## config.mk

```make
export PLATFORM = sky130hd
export DESIGN_NAME = mem_access_stage
export DESIGN_NICKNAME = d
export VERILOG_FILES = /design/src/rtl/mem_access_stage.sv
export SDC_FILE = /design/constraint.sdc
export NUM_CORES = 1
export LEC_CHECK = 0
export BUFFER_PORTS_ARGS = -buffer_cell sky130_fd_sc_hd__buf_4
export CELL_PAD_IN_SITES_DETAIL_PLACEMENT = 1
export CELL_PAD_IN_SITES_GLOBAL_PLACEMENT = 1
export CORE_MARGIN = 5
export CORE_UTILIZATION = 23
export CTS_CLUSTER_SIZE = 30
export DETAILED_ROUTE_END_ITERATION = 10
export GPL_ROUTABILITY_DRIVEN = 0
export HOLD_SLACK_MARGIN = 0.12
export PLACE_DENSITY = 0.94
export SLEW_MARGIN = 25
export SYNTH_ARGS = -nofsm -noshare
export SYNTH_HDL_FRONTEND = slang
export SYNTH_SLANG_ARGS = --single-unit
```

## constraint.sdc

```tcl
create_clock -name clk -period 4.53 [get_ports clk]
set_input_delay 0.6795 -clock clk [delete_from_list [all_inputs] [get_ports clk]]
set_output_delay 0.6795 -clock clk [all_outputs]
set_load 0.05 [all_outputs]
```

## src/rtl/mem_access_stage.sv

```systemverilog
// MEM stage of the RISCVX pipeline: drives the ready-handshaked data bus, formats load data,
// stalls during multi-cycle accesses and aborts hung ones. Optional: MEM_MISALIGN_TRAP_EN.
module mem_access_stage #(
    parameter int MEM_TIMEOUT = 255
) (
    input  logic        clk,
    input  logic        reset,
    input  logic        memread_MEM,
    input  logic        memwrite_MEM,
    input  logic [2:0]  funct3_MEM,
    input  logic [31:0] ALU_data_MEM,
    input  logic [31:0] store_data_MEM,
    output logic        dmem_req,
    output logic        dmem_we,
    output logic [31:0] dmem_addr,
    output logic [3:0]  dmem_be,
    output logic [31:0] dmem_wdata,
    input  logic [31:0] dmem_rdata,
    input  logic        dmem_ready,
    output logic [31:0] mem_data_MEM,
    output logic        mem_stall,
    output logic        mem_error
);

    typedef enum logic {IDLE, WAIT} state_t;

    localparam logic [7:0] TIMEOUT = 8'(MEM_TIMEOUT);

    state_t      state;
    logic [7:0]  count;

    logic        access;
    logic        is_byte;
    logic        is_half;
    logic        is_word;
    logic        misalign;
    logic        req_c;
    logic        stall_c;
    logic        error_c;
    logic        complete;
    logic        abort;
    logic [3:0]  be_c;
    logic [31:0] wdata_c;
    logic [7:0]  byte_lane;
    logic [15:0] half_lane;
    logic [31:0] load_c;

    always_comb begin
        access  = memread_MEM | memwrite_MEM;
        is_byte = (funct3_MEM[1:0] == 2'b00);
        is_half = (funct3_MEM[1:0] == 2'b01);
        is_word = !is_byte && !is_half;
`ifdef MEM_MISALIGN_TRAP_EN
        misalign = access && ((is_half && ALU_data_MEM[0]) ||
                              (is_word && (ALU_data_MEM[1:0] != 2'b00)));
`else
        misalign = 1'b0;
`endif
    end

    // Handshake outputs are combinational so a zero-wait memory costs no stall cycle.
    always_comb begin
        req_c    = 1'b0;
        stall_c  = 1'b0;
        error_c  = 1'b0;
        complete = 1'b0;
        abort    = 1'b0;
        case (state)
            IDLE: begin
                if (misalign) begin
                    error_c = 1'b1;
                end else if (access) begin
                    req_c = 1'b1;
                    if (dmem_ready) complete = 1'b1;
                    else            stall_c  = 1'b1;
                end
            end
            WAIT: begin
                req_c = 1'b1;
                if (dmem_ready) begin
                    complete = 1'b1;
                end else if (count == TIMEOUT) begin
                    abort   = 1'b1;
                    error_c = 1'b1;
                end else begin
                    stall_c = 1'b1;
                end
            end
            default: ;
        endcase
    end

    always_ff @(posedge clk or posedge reset) begin
        if (reset) begin
            state <= IDLE;
            count <= 8'd0;
        end else begin
            case (state)
                IDLE: begin
                    if (req_c && !complete) begin
                        state <= WAIT;
                        count <= 8'd1;
                    end
                end
                WAIT: begin
                    if (complete || abort) begin
                        state <= IDLE;
                        count <= 8'd0;
                    end else begin
                        count <= count + 8'd1;
                    end
                end
                default: begin
                    state <= IDLE;
                    count <= 8'd0;
                end
            endcase
        end
    end

    // Store lanes: the byte/halfword is replicated so memory can pick it up at any enabled lane.
    always_comb begin
        if (is_byte) begin
            be_c    = 4'b0001 << ALU_data_MEM[1:0];
            wdata_c = {4{store_data_MEM[7:0]}};
        end else if (is_half) begin
            be_c    = ALU_data_MEM[1] ? 4'b1100 : 4'b0011;
            wdata_c = {2{store_data_MEM[15:0]}};
        end else begin
            be_c    = 4'b1111;
            wdata_c = store_data_MEM;
        end
        if (!memwrite_MEM) be_c = 4'b1111;
    end

    always_comb begin
        byte_lane = dmem_rdata[{ALU_data_MEM[1:0], 3'b000} +: 8];
        half_lane = ALU_data_MEM[1] ? dmem_rdata[31:16] : dmem_rdata[15:0];
        if (is_byte)
            load_c = funct3_MEM[2] ? {24'd0, byte_lane} : {{24{byte_lane[7]}}, byte_lane};
        else if (is_half)
            load_c = funct3_MEM[2] ? {16'd0, half_lane} : {{16{half_lane[15]}}, half_lane};
        else
            load_c = dmem_rdata;
    end

    assign dmem_req     = !reset && req_c;
    assign dmem_we      = !reset && req_c && memwrite_MEM;
    assign dmem_addr    = reset ? 32'd0 : {ALU_data_MEM[31:2], 2'b00};
    assign dmem_be      = reset ? 4'd0  : be_c;
    assign dmem_wdata   = reset ? 32'd0 : wdata_c;
    assign mem_data_MEM = (!reset && complete && !memwrite_MEM) ? load_c : 32'd0;
    assign mem_stall    = !reset && stall_c;
    assign mem_error    = !reset && error_c;

endmodule
```

==> impl_metrics.csv <==
group,metric,value,unit
logic_synthesis,avgSynthCellArea,6.12,um2
die,row_count,33,
sta,postLayoutSetupSlackWorst,1.31,ns
sta,tns,0,ns
final_layout,num-nets-final,603,
routing,via_per_inst,4.98,
logic_synthesis,synth_top_area_frac,0.137,
sta,fin_crit,3.22,ns
worst_hold_path,hold_path.class,"reg2reg",
final_layout,nFillCells,1099,
clock_tree,clockRootBuffer,"clkbuf_8",
outcome,status,"completed",
clock_tree,hold_buffers,0,
sta,clock_skew,0.00174,ns
logic_synthesis,synth_top_area_cell,"nor2b_1",
final_layout,drive_gt1_frac,0.461,
placement,post-place-ws,1.28,ns
routing,firstDrtPassIters,4,
clock_tree,cts_tree,"built",
die,die_area,0.0102,mm2
clock_tree,cts_setup_buffers,0,
sta,min_period_over_period,0.710,
sta,fmax,311,MHz
die,die_x,101,um
sta,setup_violations,0,
clock_tree,cts_made_buffers,3,
critical_path,startpoint_type,"primary input",
critical_path,cp_num_buf_inv,2,
critical_path,required,3.85,ns
critical_path,end_kind,"primary output",
grt,grt_util_all_layers,0.194,
critical_path,critPathSlowestCell,"o21bai_1",
logic_synthesis,synthFlopType,"dfrtp_1",
routing,drt-total-wl,10800,um
logic_synthesis,ys_warn_count,0,
die,core,0.00818,mm2
clock_tree,cts_max_path_buffers,2,
sta,worst_slew_pin_slew,0.792,ns
critical_path,crit_arrival,2.54,ns
grt,grt-ovfl-total,0,
logic_synthesis,synth_cell_types,43,
logic_synthesis,synthCells,313,
grt,grt_pass1_vias,3253,
final_layout,diodes,0,
routing,drc,0,
logic_synthesis,yosysMostFrequentCell,"nor2_1",
clock_tree,clock_sinks,9,
flow_run,cap_violations,0,
grt,grt_max_degree,72,
sta,drv_slew,0,
sta,hold_viol_final,0,
final_layout,syn2layout_area_growth,83.7,%
logic_synthesis,synthTopCellsByArea,"nor2b_1, dfrtp_1, a21oi_1",
logic_synthesis,synthTopCellsByCount,"nor2_1, nand2_1, nor2b_1",
power_and_ir_drop,power_per_cell_area,177,mW/mm2
logic_synthesis,synth_seq_area_share,0.118,
critical_path,path_delay_family,"simple AND/OR/NAND/NOR gates",
sta,relSlewSlack,0.471,
clock_tree,cts_resized,0,
routing,dr_total_vias,2996,
clock_tree,clock_latency,0.23,ns
grt,grt_pass1_wl,16200,um
logic_synthesis,ys_seq_elements,9,
clock_tree,cts.clk_slew.worst_paths,0.05,ns
critical_path,worst-path-max-fanout,71,
power_and_ir_drop,leakage,0.00181,uW
critical_path,cpPeakStageDelay,0.46,ns
placement,io_buffers,205,
clock_tree,h-tree-depth,1,
final_layout,final-seq-area,225,um2
routing,ant_nets,0,
power_and_ir_drop,ir_drop,0.109,mV
grt,antenna_found_initial,0,
critical_path,cp_common_cell,"buf_4",
critical_path,path_class,"in2out",
die,start_util,0.234,
die,pin_count,208,
logic_synthesis,synth_edf_count,0,
logic_synthesis,synthArstFlopShare,1.00,
logic_synthesis,mappedNetlistArea,0.00191,mm2
sta,rsz0062_at_grt,"false",
routing,wl_per_cell,17.9,um
sta,holdWs,0.477,ns
die,die_y,101,um
final_layout,multiInputGateArea,0.00156,mm2
routing,dr.first_iter.drc_count,42,
critical_path,crit_chain,"buf_4 -> nor2_1 -> nand3_1 -> o21bai_1 -> nor3_1 -> buf_4",
placement,place_hpwl,9150,um
[cells in the final DEF (no fill, tap or decap), drive strengths merged, types with 2 or more instances in the layout]
cell,n
inv,2
o21ai,8
clkbuf,4
o22ai,8
nor3,24
nor2,50
a21oi,39
mux2,7
mux2i,18
nand2,44
nand3,4
or2,4
conb,2
a31oi,2
nand2b,2
dfrtp,9
buf,206
nor2b,42
and3,5
[state kept, by name, indices dropped and copies added, names as in the netlist]
signal  count
count       8
state       1
[path summary, 6_finish.rpt]
check                           startpoint                to  slack [ns]  cells past startpoint
worst max-delay path                 reset  mem_data_MEM[11]        1.31                      6
worst min-delay path              count[6]          count[6]        0.48                      1
worst max register to register    count[0]          count[7]        2.85                      5
worst min register to register    count[6]          count[6]        0.48                      1
max in group asynchronous            reset          count[2]        3.52                      2
min in group asynchronous            reset          count[4]        0.73                      2
[worst reg2reg max path, delay by kind of cell (launching register included)]
kind                       cells  cell delay, ns
DFF                            1            0.42
and+or+nand+nor                2            0.48
AOI/OAI and AO/OA              2            0.46
adders and majority gates      1            0.25
[layout make-up]
class | count | share of cell area
multi-input combinational | 276 | 0.444
inverter | 2 | 0.00214
clock buffer | 4 | 0.0128
timing repair buffer | 206 | 0.440
tap | 105 | 0.0374
sequential | 9 | 0.0641
[through the flow]
stage / power [uW] / util / cell area [um2] / std cells
2_1_floorplan: 358 / - / 1920 / 314
3_3_place_gp: 521 / 0.424 / 3470 / 598
3_5_place_dp: 531 / 0.425 / 3470 / 598
4_1_cts: 628 / 0.430 / 3520 / 602
5_1_grt: 655 / 0.430 / 3520 / 602
6_report: 621 / 0.430 / 3520 / 602
[power breakdown]
part	internal, uW	switching, uW	leakage (uW)	total (uW)
clock	61.3	31.9	0.0000228	93.2
combinational	159	280	0.00167	439
sequential	84.0	4.25	0.000121	88.3
total	304	316	0.00181	621
[cell families (layout without fill, tap and decap cells)]
group / after synthesis / in the layout / synth area share
buffers and inverters: 29 / 212 / 0.0706
DFF: 9 / 9 / 0.118
muxes: 26 / 26 / 0.147
and+or+nand+nor: 180 / 180 / 0.454
other: 1 / 2 / 0.00196
AOI/OAI and AO/OA: 67 / 67 / 0.203
adders and majority gates: 1 / 1 / 0.00653
[per-layer routing]
metal  share of wire  track usage  wire (um)  up-vias
li1                -            -          -     1442
met4           0.020       0.0501        217        0
met1            0.37        0.214       3940     1394
met2            0.53        0.372       5700      144
met5               0            0          0        -
met3           0.087       0.0420        934       16
Power figures use the tool's default switching activity.
